File: src/rtl/tof_edge_gen.sv
// tof_edge_gen: time-of-flight edge generator.
//
// Takes a signed target delay and produces one toggle on each of Y1 and Y2,
// spaced by |target| clock cycles. Y1 leads for a positive target and Y2
// leads for a negative one. A zero target toggles both lines on the same edge.
// The generator drives the TOF counter for self-test and loopback.
//
// Optional build macro: TOF_GEN_AUTO_EN. When it is defined, an auto_en input
// is added. If auto_en is high at the end of the gap, the same target is
// relaunched without a new tof_load.
//
// Ports:
//   clk          rising-edge clock
//   reset_L      asynchronous active-low reset
//   tof_in       signed target delay (two's complement, CW bits)
//   tof_load     launch strobe, accepted only while busy=0
//   auto_en      (TOF_GEN_AUTO_EN only) keep relaunching while high
//   Y1, Y2       registered edge outputs; each launch toggles them
//   busy         high from launch acceptance until done
//   done         one-cycle pulse at the end of the gap
//   tof_last     last accepted target
//   dbg_state_o  current FSM state (IDLE=0, LEAD=1, DELAY=2, GAP=3)
//
// Handshake: tof_load is a single-cycle request. It is taken on the rising
// edge where busy=0, and it is ignored in every other cycle. There is no
// back-pressure beyond busy.
module tof_edge_gen #(
  parameter int GAP = 4,
  parameter int CW  = 8
) (
  input  logic                 clk,
  input  logic                 reset_L,
  input  logic signed [CW-1:0] tof_in,
  input  logic                 tof_load,
`ifdef TOF_GEN_AUTO_EN
  input  logic                 auto_en,
`endif
  output logic                 Y1,
  output logic                 Y2,
  output logic                 busy,
  output logic                 done,
  output logic signed [CW-1:0] tof_last,
  output logic [1:0]           dbg_state_o
);

  typedef enum logic [1:0] {S_IDLE, S_LEAD, S_DELAY, S_GAP} state_t;

  localparam logic [CW-1:0] GAP_M1 = CW'(GAP - 1);

  state_t               state_q, state_d;
  logic [CW-1:0]        cnt_q, cnt_d;
  logic [CW-1:0]        d_q;
  logic [CW-1:0]        mag;
  logic                 lead_y2_q;
  logic signed [CW-1:0] last_q;
  logic                 t1_q, t2_q;
  logic                 y1_q, y2_q;
  logic                 fin_q, end_q, done_q, busy_q;
  logic                 accept, tgl_lead, tgl_lag, fin, relaunch, auto_w;

`ifdef TOF_GEN_AUTO_EN
  assign auto_w = auto_en;
`else
  assign auto_w = 1'b0;
`endif

  // busy=0 already implies IDLE. The state term keeps acceptance local to the FSM.
  assign accept = tof_load && !busy_q && (state_q == S_IDLE);

  // Unsigned magnitude. -2^(CW-1) maps to 2^(CW-1) without saturation.
  assign mag = tof_in[CW-1] ? $unsigned(-tof_in) : $unsigned(tof_in);

  always_comb begin
    state_d  = state_q;
    cnt_d    = cnt_q;
    tgl_lead = 1'b0;
    tgl_lag  = 1'b0;
    fin      = 1'b0;
    relaunch = 1'b0;
    case (state_q)
      S_IDLE: begin
        if (accept) state_d = S_LEAD;
      end
      S_LEAD: begin
        tgl_lead = 1'b1;
        if (d_q == '0) begin
          tgl_lag = 1'b1;
          cnt_d   = GAP_M1;
          state_d = S_GAP;
        end else begin
          cnt_d   = d_q - 1'b1;
          state_d = S_DELAY;
        end
      end
      S_DELAY: begin
        if (cnt_q == '0) begin
          tgl_lag = 1'b1;
          cnt_d   = GAP_M1;
          state_d = S_GAP;
        end else begin
          cnt_d = cnt_q - 1'b1;
        end
      end
      S_GAP: begin
        if (cnt_q == '0) begin
          fin = 1'b1;
          if (auto_w) begin
            relaunch = 1'b1;
            state_d  = S_LEAD;
          end else begin
            state_d = S_IDLE;
          end
        end else begin
          cnt_d = cnt_q - 1'b1;
        end
      end
      default: state_d = S_IDLE;
    endcase
  end

  // Toggle and finish requests pass through one register stage before they
  // reach the outputs. This puts the lead toggle two edges after acceptance.
  // done and the busy release come out through the same two-stage path, so
  // they stay aligned with the toggles.
  always_ff @(posedge clk or negedge reset_L) begin
    if (!reset_L) begin
      state_q   <= S_IDLE;
      cnt_q     <= '0;
      d_q       <= '0;
      lead_y2_q <= 1'b0;
      last_q    <= '0;
      t1_q      <= 1'b0;
      t2_q      <= 1'b0;
      y1_q      <= 1'b0;
      y2_q      <= 1'b0;
      fin_q     <= 1'b0;
      end_q     <= 1'b0;
      done_q    <= 1'b0;
      busy_q    <= 1'b0;
    end else begin
      state_q <= state_d;
      cnt_q   <= cnt_d;
      if (accept) begin
        d_q       <= mag;
        lead_y2_q <= tof_in[CW-1];
        last_q    <= tof_in;
      end
      t1_q   <= (tgl_lead & ~lead_y2_q) | (tgl_lag & lead_y2_q);
      t2_q   <= (tgl_lead & lead_y2_q) | (tgl_lag & ~lead_y2_q);
      y1_q   <= y1_q ^ t1_q;
      y2_q   <= y2_q ^ t2_q;
      fin_q  <= fin;
      end_q  <= fin & ~relaunch;
      done_q <= fin_q;
      if (accept)     busy_q <= 1'b1;
      else if (end_q) busy_q <= 1'b0;
    end
  end

  assign Y1          = y1_q;
  assign Y2          = y2_q;
  assign busy        = busy_q;
  assign done        = done_q;
  assign tof_last    = last_q;
  assign dbg_state_o = state_q;

endmodule

File: config.mk
export PLATFORM = sky130hd
export DESIGN_NAME = tof_edge_gen
export DESIGN_NICKNAME = d
export VERILOG_FILES = /design/src/rtl/tof_edge_gen.sv
export SDC_FILE = /design/constraint.sdc
export NUM_CORES = 1
export LEC_CHECK = 0
export CAP_MARGIN = 20
export CORE_UTILIZATION = 49
export CTS_CLUSTER_SIZE = 8
export DETAILED_ROUTE_END_ITERATION = 12
export GPL_ROUTABILITY_DRIVEN = 0
export PLACE_DENSITY = 0.76
export SETUP_SLACK_MARGIN = 0.15
export SKIP_CTS_REPAIR_TIMING = 1
export SYNTH_ARGS = -nofsm -noshare
export SYNTH_HDL_FRONTEND = slang
export SYNTH_SLANG_ARGS = --single-unit
File: constraint.sdc
create_clock -name clk -period 2 [get_ports clk]
set_input_delay 0.3 -clock clk [delete_from_list [all_inputs] [get_ports clk]]
set_output_delay 0.3 -clock clk [all_outputs]
set_load 0.01 [all_outputs]
==> flow_summary.yaml <==
clock_tree:
  h-tree-depth: 2
  cts_root_buffer: "clkbuf_4"
  path_clk_slew_ps: 110
  cts_buffers: 5
  cts_tree: "done"
  cts_max_path_buffers: 2
  clock_latency_ps: 340
  cts_sinks: 32
sta:
  slew_headroom_pct: 72.7
  clock_skew_ps: 15.3
  fin_ws_ps: -22.3
  slew_viol_final: 0
  rsz0062_at_grt: "yes"
  fin_crit_sh_pct: 101
  finalCriticalPeriod_ps: 2020
  worst_pin_slew_ps: 406
  setup_viol: 2
  max_freq_mhz: 494
  hold_viol: 0
  hold_slack_ps: 346
global_route:
  grtUsageTotal_pct: 21.9
  use_met2_pct: 37.4
  grt_pass1_wl_um: 6570
  use_met1_pct: 24.9
  use_met3_pct: 6.02
  grt_max_degree: 33
  grt_pass1_vias: 1432
  antenna_found_initial: 0
  grt_most_used_layer: "met2"
  overflow: 0
worst_setup_path:
  critPathMaxStageDelay_ps: 440
  crit_family: "simple AND/OR/NAND/NOR gates"
  cp.arrival_ps: 2260
  critPathLaunchType: "flip-flop"
  cp_max_fo: 6
  path_buf_inv: 2
  cp-end-kind: "flip-flop"
  path_class: "flip-flop to flip-flop"
  crit_required_ps: 2230
  slowest_stage: "dfrtp_1"
  worstPathCellList: "inv_2 > ha_4 > or3b_4 > nor3b_4 > buf_6 > a21oi_4 > mux2_4"
synth:
  ys_seq_area_share_pct: 44.5
  yosysTopAreaCellShare_pct: 44.5
  ys_top_cells_by_count: "32 x dfrtp_1, 21 x nand2_1, 20 x o21ai_0, 12 x inv_1"
  ys_warn_count: 0
  synth_area_mm2: 0.00180
  synth_area_per_cell_um2: 9.68
  synth_top_area_cell: "dfrtp_1"
  synth.distinct_cells: 41
  synth-seq-cells: 32
  yosysMostFrequentCell: "dfrtp_1"
  synth_edf_count: 0
  synth-main-ff-cell: "dfrtp_1"
  syn-num-nets: 204
  synthArstFlopShare_pct: 100
  synth_cells: 186
  synth_area_leaders: "dfrtp_1 44%, o21ai_0 5.6%, mux2_2 5.0%"
detailed_routing:
  wire_per_inst_um: 15.1
  vias: 1567
  drtAntennaViolNets: 0
  via_per_inst: 5.70
  drt_iter0_drc: 194
  dr.pass1.iters: 4
  routed_wl_um: 4160
  drc: 0
cells_and_area:
  area_growth_pct: 34.3
  nets: 246
  stdcell_area_mm2: 0.00242
  final_util_pct: 70.8
  layout-drive-gt1-share_pct: 25.8
  antenna_cells: 0
  fillCellCount: 256
pwr:
  leakage_nw: 1.11
  power.density_mw_per_mm2: 496
  ir_drop_mv: 0.456
  power.total_mw: 1.20
die:
  die_area_mm2: 0.00392
  die_y_um: 62.6
  die_x_um: 62.6
  initial_core_util_pct: 52.7
  core_area_mm2: 0.00342
  fp-row-count: 21
  ioPinCount: 25
place:
  post-dp-hpwl_um: 2800
  numPortBuffers: 24
  dpl-instance-area_mm2: 0.00213
worst_hold_path:
  hp-class: "primary input to async pin"
outcome:
  violations: "negative setup slack"
  status: "complete, but fails checks"
flow_run:
  drv_cap: 0
[metrics by stage]
step / setup slack [ps] / TNS [ps] / std cells
2_1_floorplan: 90.7 / 0 / 186
4_1_cts: -49.6 / -115 / 265
3_5_place_dp: -23.5 / -29.5 / 257
5_1_grt: -93.8 / -287 / 275
6_report: -22.3 / -26.3 / 275
3_3_place_gp: 64.0 / 0 / 257
[layout make-up]
class	count	area [µm²]	share of cell area, %
repair buffers	42	383	15.8
well taps	46	57.6	2.38
clock buffers	5	37.5	1.55
flip-flops and latches	32	802	33.2
clock inverters	3	42.5	1.76
inverters	12	45.0	1.86
multi-input cells	135	1050	43.4
[cells in the final DEF (no fill, tap or decap), drive strengths merged, types with 4 or more instances in the layout]
master          n
inv            12
xor2            9
nor2b           4
ha              7
buf            18
nor3            7
nand2          21
a21oi           7
clkdlybuf4s50  24
nor2            9
clkbuf          5
dfrtp          32
o21ai          21
mux2            8
[power breakdown]
group | switching (mW) | internal (mW)
registers | 0 | 0.647
clock network | 0.230 | 0.260
logic | 0.0327 | 0.0294
[logic make-up after synthesis]
kind of cell,after synthesis,synth area share [%]
and+or+nand+nor,61,18.8
AOI/OAI and AO/OA,46,15.9
DFF,32,44.5
buffers and inverters,19,4.38
muxes,11,6.67
xor gates and xnor gates,10,4.86
adders and majority gates,7,4.86
[sequential cells by signal (all words and copies together), names as in the netlist]
name,cells
lead_y2_q,1
t1_q,1
Y1,1
done,1
Y2,1
dbg_state_o,2
end_q,1
cnt_q,8
d_q,8
busy,1
t2_q,1
tof_last,6
[final timing paths]
check | start | slack [ps] | end | cells after the start
max | cnt_q[0] | -20 | cnt_q[0] | 7
min | reset_L | 350 | t1_q | 2
max reg2reg | cnt_q[0] | -20 | cnt_q[0] | 7
min reg2reg | end_q | 380 | done | 0
max in group asynchronous | reset_L | 1330 | d_q[2] | 2
min in group clk | end_q | 380 | done | 0
[per-layer routing]
metal	part of all wire, %	wire length [µm]
met3	6.3	262
met2	50	2100
met1	40	1660
met5	0	0
met4	3.4	141
(Power assumes the default switching activity.)
